## config.mk

```make
export PLATFORM = sky130hd
export DESIGN_NAME = car_traffic_controller
export DESIGN_NICKNAME = d
export VERILOG_FILES = /design/src/rtl/car_traffic_controller.sv
export SDC_FILE = /design/constraint.sdc
export NUM_CORES = 1
export LEC_CHECK = 0
export ABC_AREA = 1
export CORE_ASPECT_RATIO = 1.5
export CORE_UTILIZATION = 40
export DETAILED_ROUTE_END_ITERATION = 16
export PLACE_DENSITY = 0.69
export RECOVER_POWER = 25
export SETUP_SLACK_MARGIN = 0.15
export SLEW_MARGIN = 5
export SYNTH_ARGS = -nofsm -noshare
export SYNTH_HDL_FRONTEND = slang
export SYNTH_SLANG_ARGS = --single-unit
```

## constraint.sdc

```tcl
create_clock -name clk -period 3.4 [get_ports clk]
set_clock_uncertainty 0.2 [all_clocks]
set_input_delay 0.51 -clock clk [delete_from_list [all_inputs] [get_ports clk]]
set_output_delay 0.51 -clock clk [all_outputs]
set_load 0.01 [all_outputs]
```

## src/rtl/car_traffic_controller.sv

```systemverilog
// Four-lane car position generator: per-lane tick dividers, level-scaled step,
// screen-width wrap, and an IDLE/RUN/FREEZE control FSM with registered outputs.
module car_traffic_controller #(
  parameter int SCREEN_WIDTH  = 640,
  parameter int BASE_STEP     = 2,
  parameter int LANE_DIV1     = 1,
  parameter int LANE_DIV2     = 2,
  parameter int LANE_DIV3     = 3,
  parameter int LANE_DIV4     = 4,
  parameter int INIT_X1       = 0,
  parameter int INIT_X2       = 160,
  parameter int INIT_X3       = 320,
  parameter int INIT_X4       = 480,
  parameter int FREEZE_FRAMES = 60
) (
  input  logic       clk,
  input  logic       rst_n,
  input  logic       frame_tick,
  input  logic       run,
  input  logic       collision,
  input  logic       level_up,
  input  logic       restart,
  output logic [9:0] car_x1,
  output logic [9:0] car_x2,
  output logic [9:0] car_x3,
  output logic [9:0] car_x4,
  output logic [2:0] level,
  output logic       moving,
  output logic       frozen
);

  typedef enum logic [1:0] {IDLE, RUN, FREEZE} state_t;

  localparam int FW = (FREEZE_FRAMES > 1) ? $clog2(FREEZE_FRAMES) : 1;
  localparam logic [10:0] SW = 11'(SCREEN_WIDTH);
  localparam logic [7:0] D1 = 8'(LANE_DIV1 - 1);
  localparam logic [7:0] D2 = 8'(LANE_DIV2 - 1);
  localparam logic [7:0] D3 = 8'(LANE_DIV3 - 1);
  localparam logic [7:0] D4 = 8'(LANE_DIV4 - 1);
  localparam logic [FW-1:0] FREEZE_LAST = FW'(FREEZE_FRAMES - 1);

  state_t        state;
  logic [7:0]    cnt1, cnt2, cnt3, cnt4;
  logic [FW-1:0] freeze_cnt;
  logic [10:0]   step;

  // Step uses the level as registered now, so a same-cycle level_up affects only later moves.
  assign step = 11'(BASE_STEP) + {8'd0, level};

  function automatic logic [9:0] move_right(input logic [9:0] x, input logic [10:0] s);
    logic [10:0] sum;
    sum = {1'b0, x} + s;
    if (sum >= SW) sum = sum - SW;
    return sum[9:0];
  endfunction

  function automatic logic [9:0] move_left(input logic [9:0] x, input logic [10:0] s);
    logic [10:0] r;
    if ({1'b0, x} >= s) r = {1'b0, x} - s;
    else                r = {1'b0, x} + SW - s;
    return r[9:0];
  endfunction

  always_ff @(posedge clk or negedge rst_n) begin
    if (!rst_n) begin
      state      <= IDLE;
      car_x1     <= 10'(INIT_X1);
      car_x2     <= 10'(INIT_X2);
      car_x3     <= 10'(INIT_X3);
      car_x4     <= 10'(INIT_X4);
      level      <= 3'd0;
      cnt1       <= 8'd0;
      cnt2       <= 8'd0;
      cnt3       <= 8'd0;
      cnt4       <= 8'd0;
      freeze_cnt <= '0;
      moving     <= 1'b0;
      frozen     <= 1'b0;
    end else if (restart) begin
      state      <= IDLE;
      car_x1     <= 10'(INIT_X1);
      car_x2     <= 10'(INIT_X2);
      car_x3     <= 10'(INIT_X3);
      car_x4     <= 10'(INIT_X4);
      level      <= 3'd0;
      cnt1       <= 8'd0;
      cnt2       <= 8'd0;
      cnt3       <= 8'd0;
      cnt4       <= 8'd0;
      freeze_cnt <= '0;
      moving     <= 1'b0;
      frozen     <= 1'b0;
    end else begin
      if (level_up && level != 3'd7) level <= level + 3'd1;
      case (state)
        IDLE: begin
          if (run) begin
            state  <= RUN;
            moving <= 1'b1;
          end
        end
        RUN: begin
          if (collision) begin
            state      <= FREEZE;
            freeze_cnt <= '0;
            moving     <= 1'b0;
            frozen     <= 1'b1;
          end else if (frame_tick && run) begin
            if (cnt1 == D1) begin car_x1 <= move_right(car_x1, step); cnt1 <= 8'd0; end
            else cnt1 <= cnt1 + 8'd1;
            if (cnt2 == D2) begin car_x2 <= move_left(car_x2, step);  cnt2 <= 8'd0; end
            else cnt2 <= cnt2 + 8'd1;
            if (cnt3 == D3) begin car_x3 <= move_right(car_x3, step); cnt3 <= 8'd0; end
            else cnt3 <= cnt3 + 8'd1;
            if (cnt4 == D4) begin car_x4 <= move_left(car_x4, step);  cnt4 <= 8'd0; end
            else cnt4 <= cnt4 + 8'd1;
          end
        end
        FREEZE: begin
          // Collisions are ignored here so the freeze window cannot be extended.
          if (frame_tick) begin
            if (freeze_cnt == FREEZE_LAST) begin
              state      <= RUN;
              freeze_cnt <= '0;
              moving     <= 1'b1;
              frozen     <= 1'b0;
            end else begin
              freeze_cnt <= freeze_cnt + 1'b1;
            end
          end
        end
        default: state <= IDLE;
      endcase
    end
  end

endmodule

```

==> impl_metrics.tcl <==
set metrics [dict create \
    worst_path_largest_cell_delay_ps 470 \
    finalWeightedCongestion 0.894 \
    clkSinkCount 85 \
    ys.warnings.count 0 \
    dp.final_hpwl_um 11400 \
    initial_antenna_violation_count 0 \
    synthDistinctLibCells 45 \
    crit_path_max_fanout 5 \
    total_vias_in_the_final_route 5644 \
    netlist_area_mm2 0.00635 \
    initial_core_util_pct 40.8 \
    cts_inserted_buffers 9 \
    num_antenna_cells 0 \
    detail-route-antenna-nets 0 \
    fin_hold_ws_ps 312 \
    final.period_utilization_pct 86.4 \
    grt_util_all_layers_pct 19.3 \
    place.port_buffers 51 \
    drt_iter0_drc 247 \
    layout_min_cycle_time_ps 2940 \
    worstRegToRegCells 16 \
    cts-root-to-sink-buffers 2 \
    first_global_vias 5604 \
    crit_required_ps 3480 \
    violations "max-capacitance violations, max-slew violations" \
    setup_repair_after_global_routing_missed_its_margin "no" \
    synthesis.nets 918 \
    totalNegativeSetupSlack_ps 0 \
    max_cap_viol_count 1 \
    yosysSeqAreaShare_pct 33.6 \
    i_o_pin_total 52 \
    crit_buf_inv 3 \
    total_power_uw 5340 \
    final-hold-violation-count 0 \
    layout.core_utilization_pct 47.6 \
    run_status "finished with violations" \
    hold_buffers 0 \
    firstDrtPassIters 4 \
    wl_per_cell_um 13.4 \
    die-area_mm2 0.0164 \
    worstSetupPathType "reg -> reg" \
    worstMarginPinSlew_ps 2620 \
    fp-row-count 56 \
    synth_top_area_share_pct 30.3 \
    power.static_leakage_uw 0.00352 \
    layout_common_cells "sky130_fd_sc_hd__nand2_1 (181), sky130_fd_sc_hd__inv_1 (133), sky130_fd_sc_hd__dfrtp_1 (77)" \
    clk_pin_slew_ps 70 \
    wl_um 14900 \
    cts_setup_buffers 0 \
    slew_headroom_pct -74.7 \
    synth.ff_latch_count 85 \
    slowest_stage "sky130_fd_sc_hd__fa_1" \
    power.density_mw_per_mm2 721 \
    nNetsFinal 979 \
    detail_route.vias_per_cell 5.07 \
    drv_slew 44 \
    flow.area_growth_from_synthesis_pct 16.6 \
    startpoint_type "register" \
    multiInputGateArea_mm2 0.00362 \
    synth_top_cells_by_area "sky130_fd_sc_hd__dfrtp_1 (30%), sky130_fd_sc_hd__ha_1 (11%), sky130_fd_sc_hd__nand2_1 (11%)" \
    avgSynthCellArea_um2 7.52 \
    worst_skew_pair.late_latency_ps 350 \
    setup.worst_path.end_class "register" \
    path_cells "ha_1, inv_1, ha_1, fa_1, nand2_1, inv_1, o21ai_0, nand2_1, nand2_1, nand2_1, nor2_1, nor2_1, nand2_1, nand3_1, o21ai_0, inv_1" \
    drt_drc_violations_left 0 \
    fmax_mhz 340 \
    min-delay-path-class "reg -> reg" \
    worst-path-stages 16 \
    drive_gt1_share_pct 7.46 \
    fill_cells 1564 \
    grt_pass1_wl_um 25400 \
    grt_start_max_net_pins 45 \
    ir_worst_vdd_mv 0.373 \
    post_cts_resized 0 \
    netlist_instances 845 \
    hold_path_stages 2 \
    critPathTopFamily "adder cells" \
    timing.critical_path.arrival_ps 3020 \
    final_common_cell "sky130_fd_sc_hd__nand2_1" \
    cts_max_level 3 \
    die_height_um 156 \
    cts_tree "done" \
    gr-total-overflow 0 \
    cts_root_buf "sky130_fd_sc_hd__clkbuf_16" \
    setup_viol 0 \
    crit_top_cell "sky130_fd_sc_hd__nand2_1" \
    sequential_cell_area_mm2 0.00214 \
    synthDominantAreaCellType "sky130_fd_sc_hd__dfrtp_1" \
    fp.coreArea_mm2 0.0156 \
    chipWidth_um 105 \
]
power by group:
part,switching [uW],internal (uW)
clock,446,521
combinational,1680,1180
sequential,249,1260
total,2370,2960
cells by family (layout without fill, tap and decap cells):
group	Yosys count	count (layout)	share of synthesized area, %
xor+xnor	25	25	3.45
buf+inv	152	218	9.34
compound gates	130	130	11.5
simple gates	387	387	27.8
fa+ha+maj	66	66	14.2
flops	85	85	33.6
worst paths after layout:
check / start / endpoint / slack, ps
setup / recovery: level[2] / car_x2[7] / 460
max in group asynchronous: rst_n / cnt1[0] / 730
hold reg to reg: car_x3[3] / car_x3[3] / 310
setup reg to reg: level[2] / car_x2[7] / 460
hold / removal: car_x3[3] / car_x3[3] / 310
min in group asynchronous: rst_n / car_x2[9] / 790
layout make-up:
cell class	instances	area share (%)
well taps	203	3.43
flip-flops and latches	85	28.9
multi-input cells	608	48.9
repair buffers	57	7.59
clock inverters	6	0.625
clock buffers	10	3.23
inverters	145	7.38
metal layers:
| metal | share of wire [%] | track usage, % |
|---|---|---|
| met1 | 41 | 21.0 |
| met2 | 53 | 37.0 |
| met3 | 2.9 | 3.21 |
| met4 | 2.4 | 7.65 |
| met5 | 0 | 0 |
cells in the mapped netlist, drive strengths merged:
cell type / instances
nand3: 78
nand2: 189
o21a: 4
a21boi: 1
ha: 56
and2: 1
a31oi: 3
nor3: 30
o21ai: 56
xnor2: 4
nor3b: 3
dfrtp: 77
nor2: 64
a21oi: 42
or2: 2
nand3b: 2
nand4: 13
o21bai: 4
xor2: 21
o211ai: 2
fa: 10
buf: 7
inv: 145
o22ai: 14
a211oi: 2
dfstp: 8
o2111ai: 1
a22o: 1
nor4: 5
flip-flops by register name, summed over array words and instances, names as in the netlist:
register / flops
freeze_cnt: 6
car_x1: 10
car_x2: 10
state: 2
cnt1: 8
car_x4: 10
cnt4: 8
moving: 1
cnt2: 8
level: 3
frozen: 1
cnt3: 8
car_x3: 10
metrics by stage:
stage / setup WS, ps / cell area, um^2 / instances
after CTS: 418 / 7410 / 1114
after detailed placement: 437 / 7120 / 1098
after floorplan: 533 / 6350 / 845
after global routing: 184 / 7410 / 1114
after global placement: 479 / 7120 / 1098
final: 461 / 7410 / 1114
worst reg2reg max path: cells and delay by family, from the launching register on:
family | cells | cell delay, ps
compound gates | 2 | 240
fa+ha+maj | 3 | 1210
buf+inv | 3 | 220
flops | 1 | 410
simple gates | 8 | 580
No activity file was read; power rests on OpenSTA's default activity.
